===== src/rtl/pong_pkg.sv =====
// Shared definitions for the pong status link: packet layout, event codes,
// snapshot record and the serializer state encoding.
package pong_pkg;

  localparam logic [7:0] PKT_HDR   = 8'hA5;
  localparam int         PKT_BYTES = 5;

  localparam logic [2:0] EVT_IDLE  = 3'd0;
  localparam logic [2:0] EVT_SERVE = 3'd1;
  localparam logic [2:0] EVT_HIT   = 3'd2;
  localparam logic [2:0] EVT_PT_R  = 3'd3;
  localparam logic [2:0] EVT_PT_L  = 3'd4;

  typedef struct packed {
    logic [3:0] score_r;
    logic [3:0] score_l;
    logic [7:0] ball;
    logic [2:0] evt;
  } pkt_snap_t;

  typedef enum logic [1:0] {
    ST_IDLE,
    ST_START,
    ST_DATA,
    ST_STOP
  } tx_state_e;

  function automatic logic [7:0] pkt_checksum(input pkt_snap_t s);
    return {s.score_r, s.score_l} ^ s.ball ^ {5'b0, s.evt};
  endfunction

endpackage


===== src/rtl/uart_byte_tx.sv =====
// 8N1 byte serializer, LSB first, idle high. A new byte offered during the
// last cycle of a stop bit starts its start bit with no idle gap.
module uart_byte_tx
  import pong_pkg::*;
#(
  parameter int CLKS_PER_BIT = 434
) (
  input  logic       clk,
  input  logic       rst,
  input  logic       byte_valid_i,
  input  logic [7:0] byte_data_i,
  output logic       byte_ready_o,
  output logic       byte_done_o,
  output logic       txd_o
);

  localparam logic [15:0] BAUD_MAX = 16'(CLKS_PER_BIT - 1);

  tx_state_e   state_q, state_d;
  logic [15:0] baud_q, baud_d;
  logic [2:0]  bit_q, bit_d;
  logic [7:0]  shift_q, shift_d;
  logic        txd_q, txd_d;
  logic        baud_last;

  assign baud_last    = (baud_q == BAUD_MAX);
  assign byte_done_o  = (state_q == ST_STOP) && baud_last;
  assign byte_ready_o = (state_q == ST_IDLE) || byte_done_o;
  assign txd_o        = txd_q;

  always_ff @(posedge clk or negedge rst) begin
    if (!rst) begin
      state_q <= ST_IDLE;
      baud_q  <= '0;
      bit_q   <= '0;
      shift_q <= '0;
      txd_q   <= 1'b1;
    end else begin
      state_q <= state_d;
      baud_q  <= baud_d;
      bit_q   <= bit_d;
      shift_q <= shift_d;
      txd_q   <= txd_d;
    end
  end

  always_comb begin
    state_d = state_q;
    baud_d  = baud_last ? 16'd0 : baud_q + 16'd1;
    bit_d   = bit_q;
    shift_d = shift_q;
    txd_d   = txd_q;
    unique case (state_q)
      ST_IDLE: begin
        baud_d = '0;
        if (byte_valid_i) begin
          state_d = ST_START;
          shift_d = byte_data_i;
          txd_d   = 1'b0;
        end
      end
      ST_START: begin
        if (baud_last) begin
          state_d = ST_DATA;
          bit_d   = '0;
          txd_d   = shift_q[0];
        end
      end
      ST_DATA: begin
        if (baud_last) begin
          if (bit_q == 3'd7) begin
            state_d = ST_STOP;
            txd_d   = 1'b1;
          end else begin
            bit_d   = bit_q + 3'd1;
            shift_d = shift_q >> 1;
            txd_d   = shift_q[1];
          end
        end
      end
      ST_STOP: begin
        if (baud_last) begin
          if (byte_valid_i) begin
            state_d = ST_START;
            shift_d = byte_data_i;
            txd_d   = 1'b0;
          end else begin
            state_d = ST_IDLE;
          end
        end
      end
      default: state_d = ST_IDLE;
    endcase
  end

endmodule


===== src/rtl/pong_score_tx.sv =====
// Packet sequencer for the pong status link: snapshot capture with one-deep
// pending buffer, checksum, and byte hand-off to the serializer.
module pong_score_tx
  import pong_pkg::*;
#(
  parameter int CLKS_PER_BIT = 434
) (
  input  logic       clk,
  input  logic       rst,
  input  logic       send_valid,
  output logic       send_ready,
  input  logic [3:0] score_r,
  input  logic [3:0] score_l,
  input  logic [7:0] ball,
  input  logic [2:0] evt,
  output logic       txd,
  output logic       busy,
  output logic       done
);

  localparam logic [2:0] LAST_IDX = 3'(PKT_BYTES - 1);

  pkt_snap_t  snap_in, active_q, active_d, pend_q, pend_d;
  logic [7:0] chk_q, chk_d;
  logic [2:0] idx_q, idx_d;
  logic       pend_full_q, pend_full_d;
  logic       load_q, load_d;
  logic       busy_q, busy_d;
  logic       done_q, done_d;
  logic       ready_q, ready_d;

  logic       accept, pkt_end;
  logic       byte_valid, byte_ready, byte_done;
  logic [2:0] byte_sel;
  logic [7:0] byte_data;

  assign snap_in = {score_r, score_l, ball, evt};
  assign accept  = send_valid && ready_q;
  assign pkt_end = busy_q && byte_done && (idx_q == LAST_IDX);

  assign send_ready = ready_q;
  assign busy       = busy_q;
  assign done       = done_q;

  always_ff @(posedge clk or negedge rst) begin
    if (!rst) begin
      active_q    <= '0;
      pend_q      <= '0;
      chk_q       <= '0;
      idx_q       <= '0;
      pend_full_q <= 1'b0;
      load_q      <= 1'b0;
      busy_q      <= 1'b0;
      done_q      <= 1'b0;
      ready_q     <= 1'b1;
    end else begin
      active_q    <= active_d;
      pend_q      <= pend_d;
      chk_q       <= chk_d;
      idx_q       <= idx_d;
      pend_full_q <= pend_full_d;
      load_q      <= load_d;
      busy_q      <= busy_d;
      done_q      <= done_d;
      ready_q     <= ready_d;
    end
  end

  always_comb begin
    active_d    = active_q;
    pend_d      = pend_q;
    chk_d       = chk_q;
    idx_d       = idx_q;
    pend_full_d = pend_full_q;
    load_d      = load_q;
    busy_d      = busy_q;
    done_d      = pkt_end;
    byte_valid  = 1'b0;
    byte_sel    = '0;

    // A fresh snapshot from idle launches its header one cycle after capture.
    if (load_q) begin
      byte_valid = 1'b1;
      if (byte_ready) begin
        load_d = 1'b0;
        busy_d = 1'b1;
        idx_d  = '0;
      end
    end else if (busy_q && byte_done) begin
      if (idx_q != LAST_IDX) begin
        byte_valid = 1'b1;
        byte_sel   = idx_q + 3'd1;
        idx_d      = idx_q + 3'd1;
      end else begin
        // Header is constant, so a follow-on packet can start on this edge.
        idx_d = '0;
        if (pend_full_q) begin
          byte_valid  = 1'b1;
          active_d    = pend_q;
          chk_d       = pkt_checksum(pend_q);
          pend_full_d = 1'b0;
        end else if (accept) begin
          byte_valid = 1'b1;
          active_d   = snap_in;
          chk_d      = pkt_checksum(snap_in);
        end else begin
          busy_d = 1'b0;
        end
      end
    end

    if (accept && !pkt_end) begin
      if (!busy_q && !load_q) begin
        active_d = snap_in;
        chk_d    = pkt_checksum(snap_in);
        load_d   = 1'b1;
      end else begin
        pend_d      = snap_in;
        pend_full_d = 1'b1;
      end
    end

    ready_d = !pend_full_d;
  end

  always_comb begin
    unique case (byte_sel)
      3'd0:    byte_data = PKT_HDR;
      3'd1:    byte_data = {active_q.score_r, active_q.score_l};
      3'd2:    byte_data = active_q.ball;
      3'd3:    byte_data = {5'b0, active_q.evt};
      default: byte_data = chk_q;
    endcase
  end

  uart_byte_tx #(
    .CLKS_PER_BIT(CLKS_PER_BIT)
  ) u_byte_tx (
    .clk         (clk),
    .rst         (rst),
    .byte_valid_i(byte_valid),
    .byte_data_i (byte_data),
    .byte_ready_o(byte_ready),
    .byte_done_o (byte_done),
    .txd_o       (txd)
  );

endmodule


===== config.mk =====
export PLATFORM = sky130hd
export DESIGN_NAME = pong_score_tx
export DESIGN_NICKNAME = d
export VERILOG_FILES = /design/src/rtl/pong_pkg.sv /design/src/rtl/uart_byte_tx.sv /design/src/rtl/pong_score_tx.sv
export SDC_FILE = /design/constraint.sdc
export NUM_CORES = 1
export LEC_CHECK = 0
export ABC_AREA = 1
export CORE_MARGIN = 2
export CORE_UTILIZATION = 60
export CTS_CLUSTER_SIZE = 30
export DETAILED_ROUTE_END_ITERATION = 12
export GPL_TIMING_DRIVEN = 0
export PLACE_DENSITY = 0.79
export SKIP_CTS_REPAIR_TIMING = 1
export SLEW_MARGIN = 20
export SYNTH_ARGS = -nofsm -noshare
export SYNTH_HDL_FRONTEND = slang
export SYNTH_SLANG_ARGS = --single-unit

===== constraint.sdc =====
create_clock -name clk -period 2.5 [get_ports clk]
set_input_delay 0.5 -clock clk [delete_from_list [all_inputs] [get_ports clk]]
set_output_delay 0.5 -clock clk [all_outputs]
set_load 0.05 [all_outputs]

### Word-level counts from Yosys, hierarchy flattened

Index checks and enable logic that the tools add are counted.

| storage, ports and cells | value |
|---|---|
| flip-flop bits (word level) | 84 |
| input port bits | 22 |
| output and inout port bits | 4 |
| logic and storage cells | 136 |

| cells by class | value |
|---|---|
| $add $sub $neg | 3 |
| eq/ne operators | 20 |
| mux-type cells | 65 |
| bitwise gates (word level) | 5 |
| reductions and logical operators | 23 |

Operators with widths:

| cell | count |
|---|---|
| $mux 19 | 7 |
| $mux 8 | 11 |
| $mux 16 | 2 |
| $pmux 8 s4 | 1 |
| $mux 3 | 9 |
| $mux 1 | 26 |
| $pmux 8 s3 | 1 |
| $add 16x1->16 const B | 1 |
| $eq 16x9->1 const B | 1 |
| $xor 8x3->8 | 2 |
| $xor 8x8->8 | 2 |
| $ne 2x1->1 const B | 6 |
| $mux 2 | 5 |
| $reduce_and 5->1 | 2 |
| $ne 2x2->1 const B | 4 |
| $pmux 2 s4 | 1 |
| $reduce_and 4->1 | 2 |
| $add 3x1->3 const B | 2 |
| $eq 3x2->1 const B | 2 |
| $eq 3x3->1 const B | 2 |
| $logic_and 1x1->1 | 6 |
| $pmux 3 s2 | 1 |
| $eq 2x2->1 const B | 2 |
| $logic_not 1->1 | 4 |
| other kinds (12) | 14 |

### Logic depth before layout (Yosys ltp)

Gate-level depths: netlist of run 1.

| logic depth | value |
|---|---|
| depth in word-level cells | 10 |
| gate-level depth with buffers | 14 |
| gate-level depth less buffers | 13 |

### By module

From an unflattened synthesis of run 1, not the netlist that was laid out.

| second synthesis, totals | value |
|---|---|
| cells, all modules | 709 |
| area, all modules | 5039.8 um2 |

Modules (own cells, without submodules):

| module | instances | cells an instance | area each (um2) |
|---|---|---|---|
| pong_score_tx | 1 | 470 | 3261.9 |
| uart_byte_tx | 1 | 239 | 1778.0 |

### Worst setup path after synthesis of run 1

No wires, ideal clock.

| timing path | value |
|---|---|
| kind | flip-flop to flip-flop |
| start point | register busy_q (netlist: busy) |
| end point | register active_q[12] (netlist name) |
| setup time | 118 ps |
| arrival time | 1820 ps |
| required time | 2382 ps |
| setup slack | 562 ps |
| cell stages (with the launch flop) | 10 |
| path through | dfrtp_1 clkbuf_1 inv_1 nor2_8 nand2_4 nand3_4 inv_2 clkbuf_1 a21oi_1 nor2_1 |

RTL lines:

| element | line | text |
|---|---|---|
| start: declaration | pong_score_tx.sv:28 | `logic busy_q, busy_d;` |
| start signal: assignment | pong_score_tx.sv:63 | `busy_q <= busy_d;` |
| end signal: assignment | pong_score_tx.sv:57 | `active_q <= active_d;` |
| end: declaration | pong_score_tx.sv:23 | `pkt_snap_t snap_in, active_q, active_d, pend_q, pend_d;` |

### Final worst setup path of run 1

| timing path | value |
|---|---|
| start point | register idx_q[0] |
| end point | register u_byte_tx.shift_q[6] |

| on the way | value |
|---|---|
| cells in the longest elaborated chain, start to end | 9 |

Ends and longest elaborated chain:

| element | line | text |
|---|---|---|
| start: declaration | pong_score_tx.sv:25 | `logic [2:0] idx_q, idx_d;` |
| start signal: assignment | pong_score_tx.sv:60 | `idx_q <= idx_d;` |
| $add 3x1->3 / $ne 3x3->1 (equally long branches) | pong_score_tx.sv:92, pong_score_tx.sv:90 |  |
| $mux 3 | pong_score_tx.sv:90 | `if (idx_q != LAST_IDX) begin` |
| $mux 3 | pong_score_tx.sv:89 | `end else if (busy_q && byte_done) begin` |
| $mux 3 | pong_score_tx.sv:82 | `if (load_q) begin` |
| $eq 3x2->1, or another cell as far along | pong_score_tx.sv:127 | `unique case (byte_sel)` |
| $pmux 8 s4 | pong_score_tx.sv:127 |  |
| $mux 8 * | uart_byte_tx.sv:56, uart_byte_tx.sv:83 |  |
| $mux 8 | uart_byte_tx.sv:82 | `if (baud_last) begin` |
| $pmux 8 s3 * | uart_byte_tx.sv:53 | `unique case (state_q)` |
| end signal: assignment | uart_byte_tx.sv:42 | `shift_q <= shift_d;` |
| end: declaration | uart_byte_tx.sv:22 | `logic [7:0] shift_q, shift_d;` |

Mark *: on every way between the ends. The rest lies on a longest branch, timed or not. The select of a mux whose other input is x is not followed.
A chain may end at the register's enable or synchronous reset.

==> results by group, run 1 <==
Status
  – Status: finished, final reports clean

Yosys
  – Post-Syn Area: approximately 4900 um2
  – Post-synthesis average cell area: 7.22 um2
  – Netlist cell types: 37
  – Syn Inst Count: 679
  – Yosys warnings: 0
  – Seq cells post-synth: 84
  – Register area share after synthesis: 42.9%
  – Syn nets: 712

Critical path
  – CP Capture Type: flip-flop
  – Critical path fanouts, max: 10
  – CP Data Required Time: 2750 ps
  – Worst setup path class: reg2reg
  – CP arrival: 2660 ps
  – Startpoint Class: flip-flop

Final layout
  – Post-layout util: a little over two thirds
  – Most frequent cells in the layout: nand2_1, nor2_1, inv_1
  – Fill cells: 658
  – Share of cells above drive strength 1: 7.07%
  – Layout overhead on the synthesized area: 12.0%
  – Nets: 749
  – Ant diodes: 0
  – Commonest non-fill, non-tap cell in the layout: nand2_1
  – Post-route insts no fill: 823

Hold path
  – HP Class: in2async

Route
  – Post-route ant nets: 0
  – Vias: ~4,400
  – Pre-Repair DR Iteration Count: 5
  – DRC viols: 0
  – Vias per cell: ~5.4
  – DRT Wirelength: 11,800 um
  – WL/cell: around 14 um
  – Initial DRC Count: 322

STA
  – FMAX: 414 MHz
  – Worst slew pin tran: approximately 840 ps
  – Fin crit share: 96.7%
  – Final hold vios: 0
  – RSZ-0062 raised after global routing: false
  – Final Setup Violations: 0
  – Slew headroom: ~43%
  – Min Tclk post-route: 2420 ps
  – Worst setup margin: slightly above 80 ps
  – Slew Viols, Final: 0
  – Worst-case clock skew: 8.27 ps

Global routing
  – Vias in the first global route: 4,383
  – Maximum number of pins on one net before global-route repair: 44
  – Global-route wire length before repair: 19,900 um
  – Grt total ovfl: 0
  – GRT Overall Usage: approximately 29%
  – Antenna violations before repair: 0

Floorplan
  – IO Count: 26
  – CORE AREA: roughly 7800 um2
  – Rows: 32
  – Starting Density: 62.8%
  – Die Ht: 94.4 um
  – Die area: 8910 um2
  – Chip width: around 94 um

Run
  – Max_cap viols: 0

Placed design
  – Dpl hpwl: 8560 um
  – Post-Place Setup Slack: 25.2 ps
  – Gpl congestion: about 0.92
  – Port-buffer cells: 25
  – Placed Cells: 807

Clocking
  – CTS buffer count: 9
  – H-tree levels: 3
  – Clock Tree Buf Depth: 2
  – CTS Root Cell: clkbuf_8
  – Worst-Skew Late Latency: 360 ps
  – Clock transition at the registers of the reported paths: 90 ps
  – CTS tree: yes
  – Clock Sinks: 84

Pwr
  – Power per Cell Area: between 400 and 500 nW/um2
  – Maximum vdd drop: 267 uV
  – P_leak: 0.00285 uW
==> power by group <==
group	switching (uW)	leakage, uW	internal [uW]	total [uW]
registers	0	0.00104	1360	1360
clock network	507	0.000103	458	965
logic	51.7	0.00171	41.5	93.2
total	559	0.00285	1860	2420
==> through the flow <==
| stage | hold WS [ps] | total power, uW | TNS [ps] | cell area (um2) |
|---|---|---|---|---|
| after floorplan | 204 | 1400 | 0 | 4900 |
| after CTS | 151 | 2420 | 0 | 5490 |
| after global routing | 170 | 2490 | 0 | 5490 |
| after global placement | 467 | 1480 | -173860 | 5280 |
| final | 126 | 2420 | 0 | 5490 |
| after detailed placement | 465 | 1480 | 0 | 5300 |
==> critical path, cell delays in order (launching register included) <==
cell and delay (ps):
dfrtp_1 430, ha_1 220, xnor2_1 670, nor2_1 150, nand2_1 160, buf_2 250, nand2_1 70, o21ai_0 280
nand2_1 80
==> cell families (layout without fill, tap and decap cells) <==
logic type	Yosys count	count (layout)	share of synthesized area, %
AOI/OAI and AO/OA	86	86	9.39
xor gates and xnor gates	20	20	3.57
adders and majority gates	11	11	2.81
buffers and inverters	124	166	10.1
DFF	84	84	42.9
and+or+nand+nor	354	354	31.2
==> synthesized netlist by cell type <==
cell / count / area [um2]
o21ai_0: 33 / 165
nand4_1: 18 / 113
nor3_1: 12 / 60.1
o211ai_2: 1 / 12.5
buf_2: 8 / 40.0
o21bai_1: 1 / 7.51
nor2_1: 111 / 417
ha_1: 11 / 138
nand2_1: 169 / 634
buf_4: 3 / 22.5
xnor2_1: 8 / 70.1
o22ai_1: 5 / 31.3
a21boi_0: 1 / 7.51
o211ai_1: 2 / 15.0
nand3_2: 1 / 10.0
inv_4: 1 / 6.26
a31oi_1: 1 / 6.26
clkinv_1: 1 / 3.75
a221o_1: 1 / 10.0
clkbuf_1: 5 / 18.8
xor2_1: 12 / 105
nand3_1: 28 / 140
o21ai_1: 1 / 5.00
nor2_2: 1 / 6.26
nor2_8: 1 / 20.0
or2_2: 3 / 18.8
inv_2: 3 / 11.3
buf_6: 1 / 11.3
a21oi_1: 40 / 200
nor2_4: 3 / 33.8
dfstp_2: 2 / 52.6
nand3_4: 2 / 35.0
nor4_1: 2 / 12.5
inv_1: 102 / 383
dfrtp_1: 82 / 2050
nand2_2: 1 / 6.26
nand2_4: 2 / 22.5
==> flip-flops by register name, indices dropped and copies added, names as in the netlist, 2 cells and up <==
register,flops
pend_q,19
idx_q,3
active_q,19
chk_q,8
u_byte_tx.baud_q,16
u_byte_tx.shift_q,8
u_byte_tx.bit_q,3
u_byte_tx.state_q,2
==> path summary, 6_finish.rpt <==
path                                      start              endpoint  slack [ps]  depth (start not counted)
worst max-delay path                   idx_q[0]  u_byte_tx.shift_q[6]          80                          8
worst min-delay path                        rst  u_byte_tx.baud_q[11]         130                          1
worst max register to register         idx_q[0]  u_byte_tx.shift_q[6]          80                          8
worst min register to register  u_byte_tx.txd_o       u_byte_tx.txd_o         490                          2
max in group asynchronous                   rst            send_ready        1700                          2
min in group clk                u_byte_tx.txd_o       u_byte_tx.txd_o         490                          2
==> cell type report <==
type                            count  area, um2  share of cell area [%]
Clock buffer                        9        124                    2.26
Timing Repair Buffer               26        268                    4.88
Multi-Input combinational cell    471       2300                    41.9
Sequential cell                    84       2100                    38.3
Inverter                          107        404                    7.36
Buffer                             17       92.6                    1.69
Clock inverter                      7       67.6                    1.23
Tap cell                          102        128                    2.32
==> routing by layer <==
| layer | track usage (%) | part of all wire, % | up-vias |
|---|---|---|---|
| met5 | 0 | 0 | - |
| met4 | 11.1 | 2.4 | 0 |
| met3 | 3.03 | 6.9 | 31 |
| met2 | 50.5 | 50 | 163 |
| met1 | 36.4 | 41 | 2026 |
| li1 | - | - | 2193 |
Power figures use the tool's default switching activity.
==> run 2: changes to the inputs <==
--- a/config.mk
+++ b/config.mk
@@ -8,6 +8,7 @@
 export ABC_AREA = 1
 export CORE_MARGIN = 2
 export CORE_UTILIZATION = 60
+export CTS_BUF_LIST = sky130_fd_sc_hd__clkbuf_16
 export CTS_CLUSTER_SIZE = 30
 export DETAILED_ROUTE_END_ITERATION = 12
 export GPL_TIMING_DRIVEN = 0
==> results by group, run 2 (synthesized netlist as in run 1, its figures left out) <==
Status
  – Status: finished, final reports clean (unchanged)

Global routing
  – Grt total ovfl: 0 (unchanged)
  – Maximum number of pins on one net before global-route repair: 44 (unchanged)
  – Global-route wire length before repair: 20,100 um (was 19,900 um)
  – GRT Overall Usage: 29.0% (was 28.7%)
  – Vias in the first global route: 4,385 (was 4,383)
  – Antenna violations before repair: 0 (unchanged)

Final layout
  – Commonest non-fill, non-tap cell in the layout: nand2_1 (unchanged)
  – Design area: 5600 um2 (was 5490 um2)
  – Layout overhead on the synthesized area: 14.2% (was 12.0%)
  – Share of cells above drive strength 1: 7.21% (was 7.07%)
  – Post-route insts no fill: 823 (unchanged)
  – Largest regs: active_q x19, pend_q x19, u_byte_tx.baud_q x16 (unchanged)
  – Nets: 749 (unchanged)
  – Most frequent cells in the layout: nand2_1, nor2_1, inv_1 (unchanged)
  – Ant diodes: 0 (unchanged)

STA
  – WHS: 150 ps (was 126 ps)
  – Final Setup Violations: 0 (unchanged)
  – Slew Viols, Final: 0 (unchanged)
  – Fin crit share: 94.6% (was 96.7%)
  – Final hold vios: 0 (unchanged)
  – Worst slew pin tran: 569 ps (was 843 ps)
  – Min Tclk post-route: 2360 ps (was 2420 ps)
  – Slew headroom: 62.1% (was 43.4%)
  – Worst-case clock skew: 5.10 ps (was 8.27 ps)
  – FMAX: 423 MHz (was 414 MHz)
  – RSZ-0062 raised after global routing: false (unchanged)
  – Worst setup margin: 135 ps (was 82.2 ps)

Route
  – Vias: 4,421 (was 4,413)
  – DRT Wirelength: 11,900 um (was 11,800 um)
  – Vias per cell: 5.37 (was 5.36)
  – Initial DRC Count: 287 (was 322)
  – Pre-Repair DR Iteration Count: 7 (was 5)
  – WL/cell: 14.5 um (was 14.4 um)
  – DRC viols: 0 (unchanged)
  – Post-route ant nets: 0 (unchanged)

Clocking
  – Worst-Skew Late Latency: 340 ps (was 360 ps)
  – H-tree levels: 3 (unchanged)
  – Clock transition at the registers of the reported paths: 60 ps (was 90 ps)
  – Clock Sinks: 84 (unchanged)
  – CTS tree: yes (unchanged)
  – Clock Tree Buf Depth: 2 (unchanged)
  – CTS buffer count: 9 (unchanged)
  – CTS Root Cell: clkbuf_16 (was clkbuf_8)

Critical path
  – R2R setup slack: 140 ps (was 80 ps)
  – Reg2Reg Depth: 12 (was 8)
  – Critical path startpoint: idx_q[0] (unchanged)
  – R2r endpoint: u_byte_tx.shift_q[7] (was u_byte_tx.shift_q[6])
  – Critical R2R Launch: idx_q[0] (unchanged)
  – Critical path fanouts, max: 9 (was 10)
  – CP arrival: 2600 ps (was 2660 ps)
  – CP Data Required Time: 2730 ps (was 2750 ps)
  – Startpoint Class: flip-flop (unchanged)
  – CP Capture Type: flip-flop (unchanged)
  – Worst Setup EP: u_byte_tx.shift_q[7] (was u_byte_tx.shift_q[6])
  – Worst setup path class: reg2reg (unchanged)

Pwr
  – Maximum vdd drop: 311 uV (was 267 uV)
  – Power per Cell Area: 494 nW/um2 (was 440 nW/um2)
  – P_leak: 0.00289 uW (was 0.00285 uW)

Floorplan
  – Starting Density: 62.8% (unchanged)
  – Die area: 8910 um2 (unchanged)
  – IO Count: 26 (unchanged)
  – Rows: 32 (unchanged)
  – CORE AREA: 7810 um2 (unchanged)
  – Chip width: 94.4 um (unchanged)
  – Die Ht: 94.4 um (unchanged)

Run
  – Max_cap viols: 0 (unchanged)

Placed design
  – Port-buffer cells: 25 (unchanged)
  – DP Area: 5300 um2 (unchanged)
  – Placed Cells: 807 (unchanged)
  – Post-Place Setup Slack: 25.2 ps (unchanged)
  – Gpl congestion: 0.917 (unchanged)
  – Dpl hpwl: 8560 um (unchanged)

Hold path
  – HP Class: in2async (unchanged)
run 2: cell counts in the layout (fill, tap and decap cells not counted):
No cell type changed its count.
run 2: cell type report:
cell class	count	area (um2)
clock buffer	9	225
buffer	17	92.6
sequential	84	2100
timing repair buffer	26	268
multi-input combinational	471	2310
inverter	107	404
tap	102	128
fill	635	2210
clock inverter	7	67.6
run 2: how the worst min path moves through the flow:
| stage | from | end | slack, ps | cells past startpoint |
|---|---|---|---|---|
| floorplan | rst | active_q[0] | 200 | 0 |
| global placement | u_byte_tx.shift_q[7] | u_byte_tx.shift_q[7] | 470 | 2 |
| detailed placement | u_byte_tx.shift_q[7] | u_byte_tx.shift_q[7] | 470 | 2 |
| CTS | rst | u_byte_tx.baud_q[9] | 180 | 1 |
| global route | rst | u_byte_tx.baud_q[9] | 200 | 1 |
| finish | rst | u_byte_tx.baud_q[9] | 150 | 1 |
run 2: per-stage QoR:
step	util (%)	TNS, ps	power, uW
6_report	71.7	0	2770
5_1_grt	71.7	0	2840
4_1_cts	71.6	0	2770
3_5_place_dp	67.9	0	1480
3_3_place_gp	67.6	-173860	1480
2_1_floorplan	-	0	1400
run 2: power by group:
group	internal, uW	leakage [uW]	total [uW]	switching, uW
sequential	1360	0.00104	1360	0
combinational	41.5	0.00171	93.3	51.7
clock	770	0.000149	1310	543
total	2170	0.00289	2770	595
run 2: worst max-delay path, stage by stage, from the launching register on:
cell and delay [ps]:
dfrtp_1 410, inv_1 70, ha_1 190, nand2_1 150, nand2_1 110, nor2_2 380
inv_1 210, a21oi_1 170, nand2_1 140, nor2_1 100, o21ai_0 150, nand2_1 120
nand2_1 50
run 2: metal layers:
layer | global-route usage (%) | wire length (um) | share of wire, %
met1 | 36.5 | 4930 | 41
met2 | 51.3 | 5990 | 50
met3 | 3.27 | 749 | 6.3
met4 | 11.0 | 257 | 2.2
met5 | 0 | 0 | 0
